## config.mk

```make
export PLATFORM = sky130hd
export DESIGN_NAME = morse_decoder
export DESIGN_NICKNAME = d
export VERILOG_FILES = /design/src/rtl/morse_pkg.sv /design/src/rtl/morse_decoder_lookup.sv /design/src/rtl/morse_decoder.sv
export SDC_FILE = /design/constraint.sdc
export NUM_CORES = 1
export LEC_CHECK = 0
export BUFFER_PORTS_ARGS = -buffer_cell sky130_fd_sc_hd__buf_4
export CORE_MARGIN = 4
export CORE_UTILIZATION = 54
export DETAILED_ROUTE_END_ITERATION = 10
export PLACE_DENSITY = 0.84
export SYNTH_ARGS = -nofsm -noshare
export SYNTH_HDL_FRONTEND = slang
export SYNTH_SLANG_ARGS = --single-unit
export TNS_END_PERCENT = 5
```

## constraint.sdc

```tcl
create_clock -name Clock -period 3 [get_ports Clock]
set_input_delay 0.15 -clock Clock [delete_from_list [all_inputs] [get_ports Clock]]
set_output_delay 0.15 -clock Clock [all_outputs]
set_load 0.02 [all_outputs]
```

## src/rtl/morse_pkg.sv

```systemverilog
// morse_pkg: items shared by the Morse letter encoder and decoder.
//   - Letter codes LTR_A..LTR_H (A = 000 ... H = 111).
//   - Per-letter symbol count and symbol pattern. The last symbol is in bit 0,
//     and 1 means dash.
//   - Unit timing: DOT_UNITS, DASH_UNITS and LETTER_GAP_UNITS.
//   - FSM state encoding state_t.
package morse_pkg;

  localparam logic [2:0] LTR_A = 3'd0;
  localparam logic [2:0] LTR_B = 3'd1;
  localparam logic [2:0] LTR_C = 3'd2;
  localparam logic [2:0] LTR_D = 3'd3;
  localparam logic [2:0] LTR_E = 3'd4;
  localparam logic [2:0] LTR_F = 3'd5;
  localparam logic [2:0] LTR_G = 3'd6;
  localparam logic [2:0] LTR_H = 3'd7;

  // Symbol counts per letter.
  localparam logic [2:0] LEN_A = 3'd2;
  localparam logic [2:0] LEN_B = 3'd4;
  localparam logic [2:0] LEN_C = 3'd4;
  localparam logic [2:0] LEN_D = 3'd3;
  localparam logic [2:0] LEN_E = 3'd1;
  localparam logic [2:0] LEN_F = 3'd4;
  localparam logic [2:0] LEN_G = 3'd3;
  localparam logic [2:0] LEN_H = 3'd4;

  // Symbol patterns. The oldest symbol is the most significant used bit.
  localparam logic [3:0] PAT_A = 4'b0001;  // .-
  localparam logic [3:0] PAT_B = 4'b1000;  // -...
  localparam logic [3:0] PAT_C = 4'b1010;  // -.-.
  localparam logic [3:0] PAT_D = 4'b0100;  // -..
  localparam logic [3:0] PAT_E = 4'b0000;  // .
  localparam logic [3:0] PAT_F = 4'b0010;  // ..-.
  localparam logic [3:0] PAT_G = 4'b0110;  // --.
  localparam logic [3:0] PAT_H = 4'b0000;  // ....

  // Tables indexed by letter code.
  localparam logic [7:0][2:0] LETTER_LEN =
    {LEN_H, LEN_G, LEN_F, LEN_E, LEN_D, LEN_C, LEN_B, LEN_A};
  localparam logic [7:0][3:0] LETTER_PAT =
    {PAT_H, PAT_G, PAT_F, PAT_E, PAT_D, PAT_C, PAT_B, PAT_A};

  localparam int DOT_UNITS        = 1;
  localparam int DASH_UNITS       = 3;
  localparam int LETTER_GAP_UNITS = 3;
  localparam int MAX_SYMBOLS      = 4;

  typedef enum logic [1:0] {
    ST_IDLE  = 2'd0,
    ST_MARK  = 2'd1,
    ST_SPACE = 2'd2,
    ST_ERR   = 2'd3
  } state_t;

endpackage

```

## src/rtl/morse_decoder_lookup.sv

```systemverilog
// morse_lookup: combinational map from an assembled symbol group to a letter.
//   len   in  [2:0]  number of valid symbols (0..4)
//   sym   in  [3:0]  symbol shift register; the last symbol is in bit 0
//   code  out [2:0]  letter code; only meaningful when match = 1
//   match out        1 when (len, sym[len-1:0]) is a known letter
module morse_lookup
  import morse_pkg::*;
(
  input  logic [2:0] len,
  input  logic [3:0] sym,
  output logic [2:0] code,
  output logic       match
);

  logic [4:0] one_hot;
  logic [3:0] mask;
  logic [3:0] sym_masked;

  // Keep only the low len bits of sym. For len = 4, one_hot[3:0] is 0 and
  // subtracting 1 wraps to 1111.
  assign one_hot    = 5'd1 << len;
  assign mask       = one_hot[3:0] - 4'd1;
  assign sym_masked = sym & mask;

  always_comb begin
    code  = 3'd0;
    match = 1'b0;
    for (int i = 0; i < 8; i++) begin
      if (!match && len == LETTER_LEN[i] && sym_masked == LETTER_PAT[i]) begin
        code  = 3'(i);
        match = 1'b1;
      end
    end
  end

endmodule

```

## src/rtl/morse_decoder.sv

```systemverilog
// morse_decoder: decodes a serial dot/dash line into letters A..H.
// The line is sampled once per Enable tick. Mark and space run lengths are
// measured and each mark is classified as a dot or a dash. Up to four symbols
// are assembled. An inter-letter gap of LETTER_GAP spaces ends the letter and
// reports the decoded letter or an error.
//   Clock       in        system clock; all state changes on posedge
//   Reset       in        synchronous, active-low reset
//   Enable      in        one-cycle unit tick; DotDashIn is sampled only when high
//   DotDashIn   in        serial line; 1 = mark, 0 = space
//   Letter      out [2:0] last decoded letter code (A = 000)
//   LetterValid out       one-cycle pulse when Letter is updated
//   Error       out       one-cycle pulse when a malformed or unknown letter ends
//   Busy        out       high whenever the FSM is not idle
module morse_decoder
  import morse_pkg::*;
#(
  parameter int LETTER_GAP = LETTER_GAP_UNITS,
  parameter int RUN_W      = 3
) (
  input  logic       Clock,
  input  logic       Reset,
  input  logic       Enable,
  input  logic       DotDashIn,
  output logic [2:0] Letter,
  output logic       LetterValid,
  output logic       Error,
  output logic       Busy
);

  localparam logic [RUN_W-1:0] RUN_ONE    = RUN_W'(1);
  localparam logic [RUN_W-1:0] RUN_DOT    = RUN_W'(DOT_UNITS);
  localparam logic [RUN_W-1:0] RUN_DASH   = RUN_W'(DASH_UNITS);
  // A mark one unit longer than a dash can never become valid.
  localparam logic [RUN_W-1:0] RUN_TOOLONG = RUN_W'(DASH_UNITS + 1);
  localparam logic [RUN_W-1:0] RUN_GAP    = RUN_W'(LETTER_GAP);
  localparam logic [2:0]       LEN_MAX    = 3'(MAX_SYMBOLS);

  state_t           state_reg, state_next;
  logic [RUN_W-1:0] run_reg, run_next;
  logic [2:0]       len_reg, len_next;
  logic [3:0]       sym_reg, sym_next;
  logic [2:0]       letter_reg, letter_next;
  logic             valid_reg, valid_next;
  logic             error_reg, error_next;

  logic [RUN_W-1:0] run_inc;
  logic [2:0]       lookup_code;
  logic             lookup_match;

  // The run counter saturates instead of wrapping.
  assign run_inc = (run_reg == '1) ? run_reg : run_reg + 1'b1;

  morse_lookup u_lookup (
    .len   (len_reg),
    .sym   (sym_reg),
    .code  (lookup_code),
    .match (lookup_match)
  );

  always_ff @(posedge Clock) begin
    if (!Reset) begin
      state_reg  <= ST_IDLE;
      run_reg    <= '0;
      len_reg    <= 3'd0;
      sym_reg    <= 4'd0;
      letter_reg <= LTR_A;
      valid_reg  <= 1'b0;
      error_reg  <= 1'b0;
    end else begin
      state_reg  <= state_next;
      run_reg    <= run_next;
      len_reg    <= len_next;
      sym_reg    <= sym_next;
      letter_reg <= letter_next;
      valid_reg  <= valid_next;
      error_reg  <= error_next;
    end
  end

  always_comb begin
    state_next  = state_reg;
    run_next    = run_reg;
    len_next    = len_reg;
    sym_next    = sym_reg;
    letter_next = letter_reg;
    valid_next  = 1'b0;
    error_next  = 1'b0;

    if (Enable) begin
      case (state_reg)
        ST_IDLE: begin
          if (DotDashIn) begin
            state_next = ST_MARK;
            run_next   = RUN_ONE;
          end
        end

        ST_MARK: begin
          if (DotDashIn) begin
            if (run_inc == RUN_TOOLONG) begin
              state_next = ST_ERR;
              run_next   = '0;
            end else begin
              run_next = run_inc;
            end
          end else if ((run_reg == RUN_DOT || run_reg == RUN_DASH) && len_reg != LEN_MAX) begin
            sym_next   = {sym_reg[2:0], run_reg == RUN_DASH};
            len_next   = len_reg + 3'd1;
            state_next = ST_SPACE;
            run_next   = RUN_ONE;
          end else begin
            // A bad mark length or a fifth symbol. The space just sampled
            // already counts toward the terminating gap.
            state_next = ST_ERR;
            run_next   = RUN_ONE;
          end
        end

        ST_SPACE: begin
          if (DotDashIn) begin
            state_next = ST_MARK;
            run_next   = RUN_ONE;
          end else begin
            run_next = run_inc;
            if (run_inc == RUN_GAP) begin
              if (lookup_match) begin
                letter_next = lookup_code;
                valid_next  = 1'b1;
              end else begin
                error_next = 1'b1;
              end
              state_next = ST_IDLE;
              run_next   = '0;
              len_next   = 3'd0;
              sym_next   = 4'd0;
            end
          end
        end

        ST_ERR: begin
          if (DotDashIn) begin
            run_next = '0;
          end else begin
            run_next = run_inc;
            if (run_inc == RUN_GAP) begin
              error_next = 1'b1;
              state_next = ST_IDLE;
              run_next   = '0;
              len_next   = 3'd0;
              sym_next   = 4'd0;
            end
          end
        end

        default: begin
          state_next = ST_IDLE;
        end
      endcase
    end
  end

  assign Letter      = letter_reg;
  assign LetterValid = valid_reg;
  assign Error       = error_reg;
  assign Busy        = (state_reg != ST_IDLE);

endmodule

```

# Yosys cells after proc, flatten, opt, wreduce, memory -nomap -nowiden
# Cells that the tools add are included.
totals:
  reg_bits: 17
  in_bits: 4
  output_inout_bits: 6
  word_cells: 126
classes:
  addsub: 3
  eq_ne: 26
  shifts: 1
  mux: 48
  n_bitwise: 6
  reduce_logical: 35
op_table:
  columns: ["cell", "count"]
  rows:
  - ["$mux W3", 15]
  - ["$logic_and A1 B1 Y1", 16]
  - ["$mux W1", 16]
  - ["$mux W2", 8]
  - ["$mux W4", 4]
  - ["$eq A3 B2 Y1 const B", 4]
  - ["$pmux W3 S4", 1]
  - ["$ne A2 B2 Y1 const B", 5]
  - ["$eq A3 B3 Y1 const B", 3]
  - ["$eq A4 B3 Y1 const B", 2]
  - ["$eq A4 B4 Y1 const B", 2]
  - ["$pmux W2 S4", 1]
  - ["$pmux W4 S2", 1]
  - ["$logic_not A1 Y1", 7]
  - ["$add A3 B1 Y3 const B", 2]
  - ["$eq A3 B1 Y1 const B", 2]
  - ["$ne A3 B3 Y1 const B", 2]
  - ["$pmux W3 S2", 1]
  - ["$reduce_and A6 Y1", 1]
  - ["$not A1 Y1", 5]
  - ["$reduce_and A5 Y1", 1]
  - ["$reduce_or A5 Y1", 1]
  - ["$and A4 B4 Y4", 1]
  - ["$eq A2 B2 Y1 const B", 2]
  - ["other kinds (14)", 16]

# Depth between registers and ports, before layout
depth:
  depth_word: 38
  ltp_mapped: 10
  depth_no_buf: 10

# Cells and area by module
# A second synthesis with hierarchy kept.
unflattened:
  hier_cells: 138
  hier_area_um2: 1141.1
modules_own_cells:
  columns: ["module", "n_inst", "cells_per_inst", "area_per_inst_um2", "seq_area_each_um2"]
  rows:
  - ["morse_decoder", 1, 113, 993.5, 340.3]
  - ["morse_lookup", 1, 25, 147.6, 0.0]

# Least setup slack after synthesis
# Ideal clock, no wire load.
synth_path:
  path_type: "flip-flop to flip-flop"
  start: "register run_reg[1]"
  end: "register sym_reg[0]"
  setup_time_ns: 0.071
  arrival_ns: 2.122
  required_time_ns: 2.929
  path_slack_ns: 0.807
  stages_incl_launch_ff: 8
  path_buffers: 0
  period_less_slack_ns: 2.193
  path_cell_list: "dfxtp_1 > inv_1 > ha_1 > or4_4 > nor3b_2 > o21ai_2 > or4b_1 > a21oi_1"
synth_between:
  elab_chain_len: 5
  elab_cells_between_ends: 14
  classes_between: "add/sub (1); eq/ne (6); mux (4); reduce/logical (3)"
synth_rtl:
  columns: ["item", "line_no", "rtl"]
  rows:
  - ["from (decl)", "morse_decoder.sv:39", "logic [RUN_W-1:0] run_reg, run_next;"]
  - ["from (signal assigned)", "morse_decoder.sv:71", "run_reg <= run_next;"]
  - ["$add A3 B1 Y3 (tied with other cells)", "morse_decoder.sv:51", "assign run_inc = (run_reg == '1) ? run_reg : run_reg + 1'b1;"]
  - ["$mux W3 or $logic_or A1 B1 Y1 (tied branches)", "morse_decoder.sv:51, morse_decoder.sv:106", null]
  - ["$eq A3 B2 Y1 or $logic_and A1 B1 Y1 (tied branches)", "morse_decoder.sv:125, morse_decoder.sv:145, morse_decoder.sv:106", null]
  - ["$ne A2 B1 Y1 (no line) or $ne A2 B2 Y1 (tied branches)", null, null]
  - ["$reduce_and A6 Y1 (no line)", null, null]
  - ["to (signal assigned)", "morse_decoder.sv:73", "sym_reg <= sym_next;"]
  - ["to (decl)", "morse_decoder.sv:41", "logic [3:0] sym_reg, sym_next;"]
# Several ways; a longest one is shown, not always the timed one. The select of a mux whose other input is x is not followed.
# A chain may end at the register's enable or synchronous reset.

# Final worst setup path
layout_path:
  start: "register len_reg[0]"
  end: "register letter_reg[1] (netlist: Letter[1])"
layout_between:
  elab_chain_len: 35
  elab_cells_between_ends: 51
  classes_between: "add/sub (1); eq/ne (10); shift (1); mux (14); bitwise (1); reduce/logical (24)"
layout_rtl:
  columns: ["item", "line_no", "rtl"]
  rows:
  - ["from (decl)", "morse_decoder.sv:40", "logic [2:0] len_reg, len_next;"]
  - ["from (signal assigned)", "morse_decoder.sv:72", "len_reg <= len_next;"]
  - ["$shl A1 B3 Y4", "morse_decoder_lookup.sv:21", "assign one_hot = 5'd1 << len;"]
  - ["$sub A4 B1 Y4", "morse_decoder_lookup.sv:22", "assign mask = one_hot[3:0] - 4'd1;"]
  - ["$and A4 B4 Y4", "morse_decoder_lookup.sv:23", "assign sym_masked = sym & mask;"]
  - ["$eq A4 B1 Y1", "morse_decoder_lookup.sv:29", "if (!match && len == LETTER_LEN[i] && sym_masked == LETTER_PAT[i]) begin"]
  - ["$logic_and A1 B1 Y1", "morse_decoder_lookup.sv:29", null]
  - ["$mux W1", "morse_decoder_lookup.sv:29", null]
  - ["$logic_not A1 Y1", "morse_decoder_lookup.sv:29", null]
  - ["$logic_and A1 B1 Y1 (2 in series)", "morse_decoder_lookup.sv:29", null]
  - ["[... 16 more ...]", null, null]
  - ["$mux W1", "morse_decoder_lookup.sv:29", null]
  - ["$logic_not A1 Y1", "morse_decoder_lookup.sv:29", null]
  - ["$logic_and A1 B1 Y1 (2 in series)", "morse_decoder_lookup.sv:29", null]
  - ["$mux W1", "morse_decoder_lookup.sv:29", null]
  - ["$logic_not A1 Y1", "morse_decoder_lookup.sv:29", null]
  - ["$logic_and A1 B1 Y1 (2 in series)", "morse_decoder_lookup.sv:29", null]
  - ["$mux W1", "morse_decoder_lookup.sv:29", null]
  - ["$reduce_and A5 Y1 (no line)", null, null]
  - ["to (signal assigned)", "morse_decoder.sv:74", "letter_reg <= letter_next;"]
  - ["to (decl)", "morse_decoder.sv:42", "logic [2:0] letter_reg, letter_next;"]
# Several ways; a longest one is shown, not always the timed one.

==> impl_metrics.tcl <==
set metrics [dict create \
    design.final.nets 172 \
    crit_slowest_cell "o41ai_1" \
    p_leak_nw 0.483 \
    core_um2 2040 \
    total_switching_power_w 0.000119 \
    power.ir.vdd_worst_v 0.000235 \
    min_to "run_reg[0]$_SDFFE_PN0P_" \
    grt_max_degree 22 \
    max-slew-margin-rel_pct 57.0 \
    postSynth.topFlopCell "dfxtp_1" \
    period_minus_ws_final_ps 2570 \
    setup.worst_path.end_class "flop" \
    port_buffers 9 \
    relative_area_change_from_synthesis_to_final_layout_pct 6.88 \
    syn_inst 155 \
    min-delay-path-class "in -> reg" \
    detailedRoute.firstIterationViolations 30 \
    post_cts_sizing 0 \
    cpPeakStageDelay_ps 630 \
    max_slew.worst_pin.slew_ps 636 \
    synth-seq-area-share_pct 28.4 \
    power.share.switching_pct 28.3 \
    path_delay_family "compound AO/OA/AOI/OAI gates" \
    count_of_final_setup_violators 0 \
    clkLatencyLatePin_ps 310 \
    worst_hold_path_stage_count 2 \
    pwr-share-comb_pct 12.9 \
    syn_area_per_cell_um2 7.74 \
    rsz_0062_raised_after_global_routing "false" \
    multi_input_area_um2 779 \
    regToRegStartpoint "len_reg[0]$_SDFFE_PN0P_" \
    power.density_cell_area_nw_per_um2 327 \
    pwr-share-clk_pct 30.4 \
    worst_setup_hold_path_clk_slew_ps 110 \
    wire_length_of_the_first_global_routing_pass_um 4580 \
    netlist-cell-type-count 48 \
    firstDrtPassIters 4 \
    diodes 0 \
    synth_nets 167 \
    cts.sink_count 17 \
    final.setup_skew_ps 9.83 \
    power.total_w 0.000420 \
    flops_latches_synth 17 \
    die_w_um 55.1 \
    finalCritPeriodShare_pct 85.7 \
    layout.area.seq_um2 340 \
    critPathMaxFanout 5 \
    final.setup.tns_ps 0 \
    cts_tree "built" \
    worstPathCellList "inv_1 > ha_1 > nor3_1 > o21ai_0 > and3b_1 > o41ai_1 > a21oi_1 > a311oi_1" \
    detailroute.via_count 1158 \
    n_fill_cell 193 \
    cts_buffers 3 \
    timing.reg2reg.setup_slack_ps 430 \
    r2r_worst_path_depth 8 \
    power.share.sequential_pct 56.8 \
    wire_per_inst_um 14.4 \
    antenna_violating_nets_post_route 0 \
    synth-edff-count 0 \
    die_area_um2 3040 \
    initial_core_utilization_pct 58.8 \
    globalRoute.totalOverflow 0 \
    timing.rr.end "Letter[1]$_SDFFE_PN0P_" \
    crit_required_ps 3220 \
    cellInternalPower_w 0.000301 \
    largest_reg_flops 4 \
    drt-total-wl_um 2680 \
    die_h_um 55.1 \
    report.final.hold_viol_count 0 \
    hpwl_um 2010 \
    h-tree-depth 1 \
    remaining_drc_errors 0 \
    ys_warn_count 0 \
    min_from "Reset" \
    place_area_um2 1250 \
    status "finished, final reports clean" \
    async_flop_share_pct 0 \
    final_area_um2 1280 \
    critical_path_startpoint_category "flop" \
    design.portCount 10 \
    cap_violations 0 \
    grt_pass1_vias 1067 \
    drt-vias-per-instance 6.23 \
    cts_post_setup_buffers_inserted 0 \
    gpl.final_weighted_congestion 0.879 \
    num_rows 16 \
    post_synth_instance_area_um2 1200 \
    timing.fmax_mhz 389 \
    critical_path_arrival_ps 2790 \
    clock_tree.buffer_depth 2 \
    drive_above_1_share_pct 11.9 \
    buffer_and_inverter_count_on_the_worst_path 1 \
    hold_bufs_at_cts 0 \
    drv_slew 0 \
    crit_type "reg -> reg" \
    cts_root_buffer "clkbuf_4" \
    globalRouteTotalUtil_pct 21.1 \
    antenna_found_initial 0 \
]
## synthesized netlist by cell type, types with 2 or more instances
master | count | share of area, %
a31oi_1 | 2 | 1.0
nand2_1 | 20 | 6.3
nor2b_1 | 2 | 1.0
o21ai_0 | 9 | 3.8
nand4b_1 | 3 | 2.2
dfxtp_1 | 17 | 28
nor2_1 | 11 | 3.4
o22ai_1 | 3 | 1.6
clkbuf_1 | 6 | 1.9
xnor2_1 | 2 | 1.5
inv_1 | 9 | 2.8
nand2b_1 | 5 | 2.6
ha_1 | 8 | 8.3
nor3_1 | 4 | 1.7
or3_1 | 2 | 1.0
nor4_1 | 2 | 1.0
nand3_1 | 2 | 0.83
mux2i_1 | 4 | 3.3
a21oi_1 | 13 | 5.4
a32oi_1 | 3 | 2.2
## cell usage in the layout (no fill, tap or decap), types with 2 or more instances in the layout
cell	n
a32oi_1	3
nand2_1	20
clkbuf_4	3
xnor2_1	2
or3_1	2
dfxtp_1	17
nand4b_1	3
nand3_1	2
a31oi_1	2
a21oi_1	13
nor3_1	4
mux2i_1	4
nor2b_1	2
nor2_1	11
inv_1	9
nor4_1	2
ha_1	8
o21ai_0	9
o22ai_1	3
buf_4	9
nand2b_1	5
## worst max path at each step
stage | startpoint | to | slack (ps) | cells past startpoint
after floorplan | run_reg[1]$_SDFFE_PN0P_ | sym_reg[0]$_SDFFE_PN0P_ | 810 | 7
after global placement | len_reg[0]$_SDFFE_PN0P_ | Letter[1]$_SDFFE_PN0P_ | 560 | 8
after detailed placement | len_reg[0]$_SDFFE_PN0P_ | Letter[1]$_SDFFE_PN0P_ | 490 | 8
after CTS | len_reg[0]$_SDFFE_PN0P_ | Letter[1]$_SDFFE_PN0P_ | 450 | 8
after global routing | len_reg[0]$_SDFFE_PN0P_ | Letter[1]$_SDFFE_PN0P_ | 130 | 8
final | len_reg[0]$_SDFFE_PN0P_ | Letter[1]$_SDFFE_PN0P_ | 430 | 8
## power groups by stage
stage | logic, W | clock network [W] | registers [W]
final | 0.0000540 | 0.000128 | 0.000238
after CTS | 0.0000532 | 0.000132 | 0.000238
after global placement | 0.0000508 | 0 | 0.000243
after floorplan | 0.0000484 | 0 | 0.000236
after global routing | 0.0000608 | 0.000143 | 0.000239
after detailed placement | 0.0000530 | 0 | 0.000243
## cells by family after synthesis
family / Yosys count / share of synthesized area, %
adders and majority gates: 8 / 8.34
xor gates and xnor gates: 3 / 2.19
buffers and inverters: 18 / 6.67
and+or+nand+nor: 64 / 29.3
AOI/OAI and AO/OA: 41 / 21.8
DFF: 17 / 28.4
muxes: 4 / 3.34
## layout make-up
cell class / instances / area share [%]
clock buffer: 3 / 1.76
clock inverter: 1 / 0.390
inverter: 9 / 2.63
multi-input combinational: 120 / 60.8
sequential: 17 / 26.5
tap: 27 / 2.63
timing repair buffer: 9 / 5.27
## stage by stage
stage          std cells  setup slack (ps)  util [%]  hold slack, ps
2_1_floorplan        155               807         -             272
3_3_place_gp         182               564      61.5             389
3_5_place_dp         182               492      61.5             404
4_1_cts              186               449      62.8            79.0
5_1_grt              186               129      62.8            68.3
6_report             186               428      62.8            87.6
## metal layers
metal  track usage [%]  vias up  wire length (um)  share of wire [%]
met2              33.1       50              1250                 47
met1              26.5      535              1140                 43
li1                  -      564                 -                  -
met5                 0        -                 0                  0
met4              11.3        0                72                2.7
met3              5.09        9               214                8.0
(Power assumes the default switching activity.)
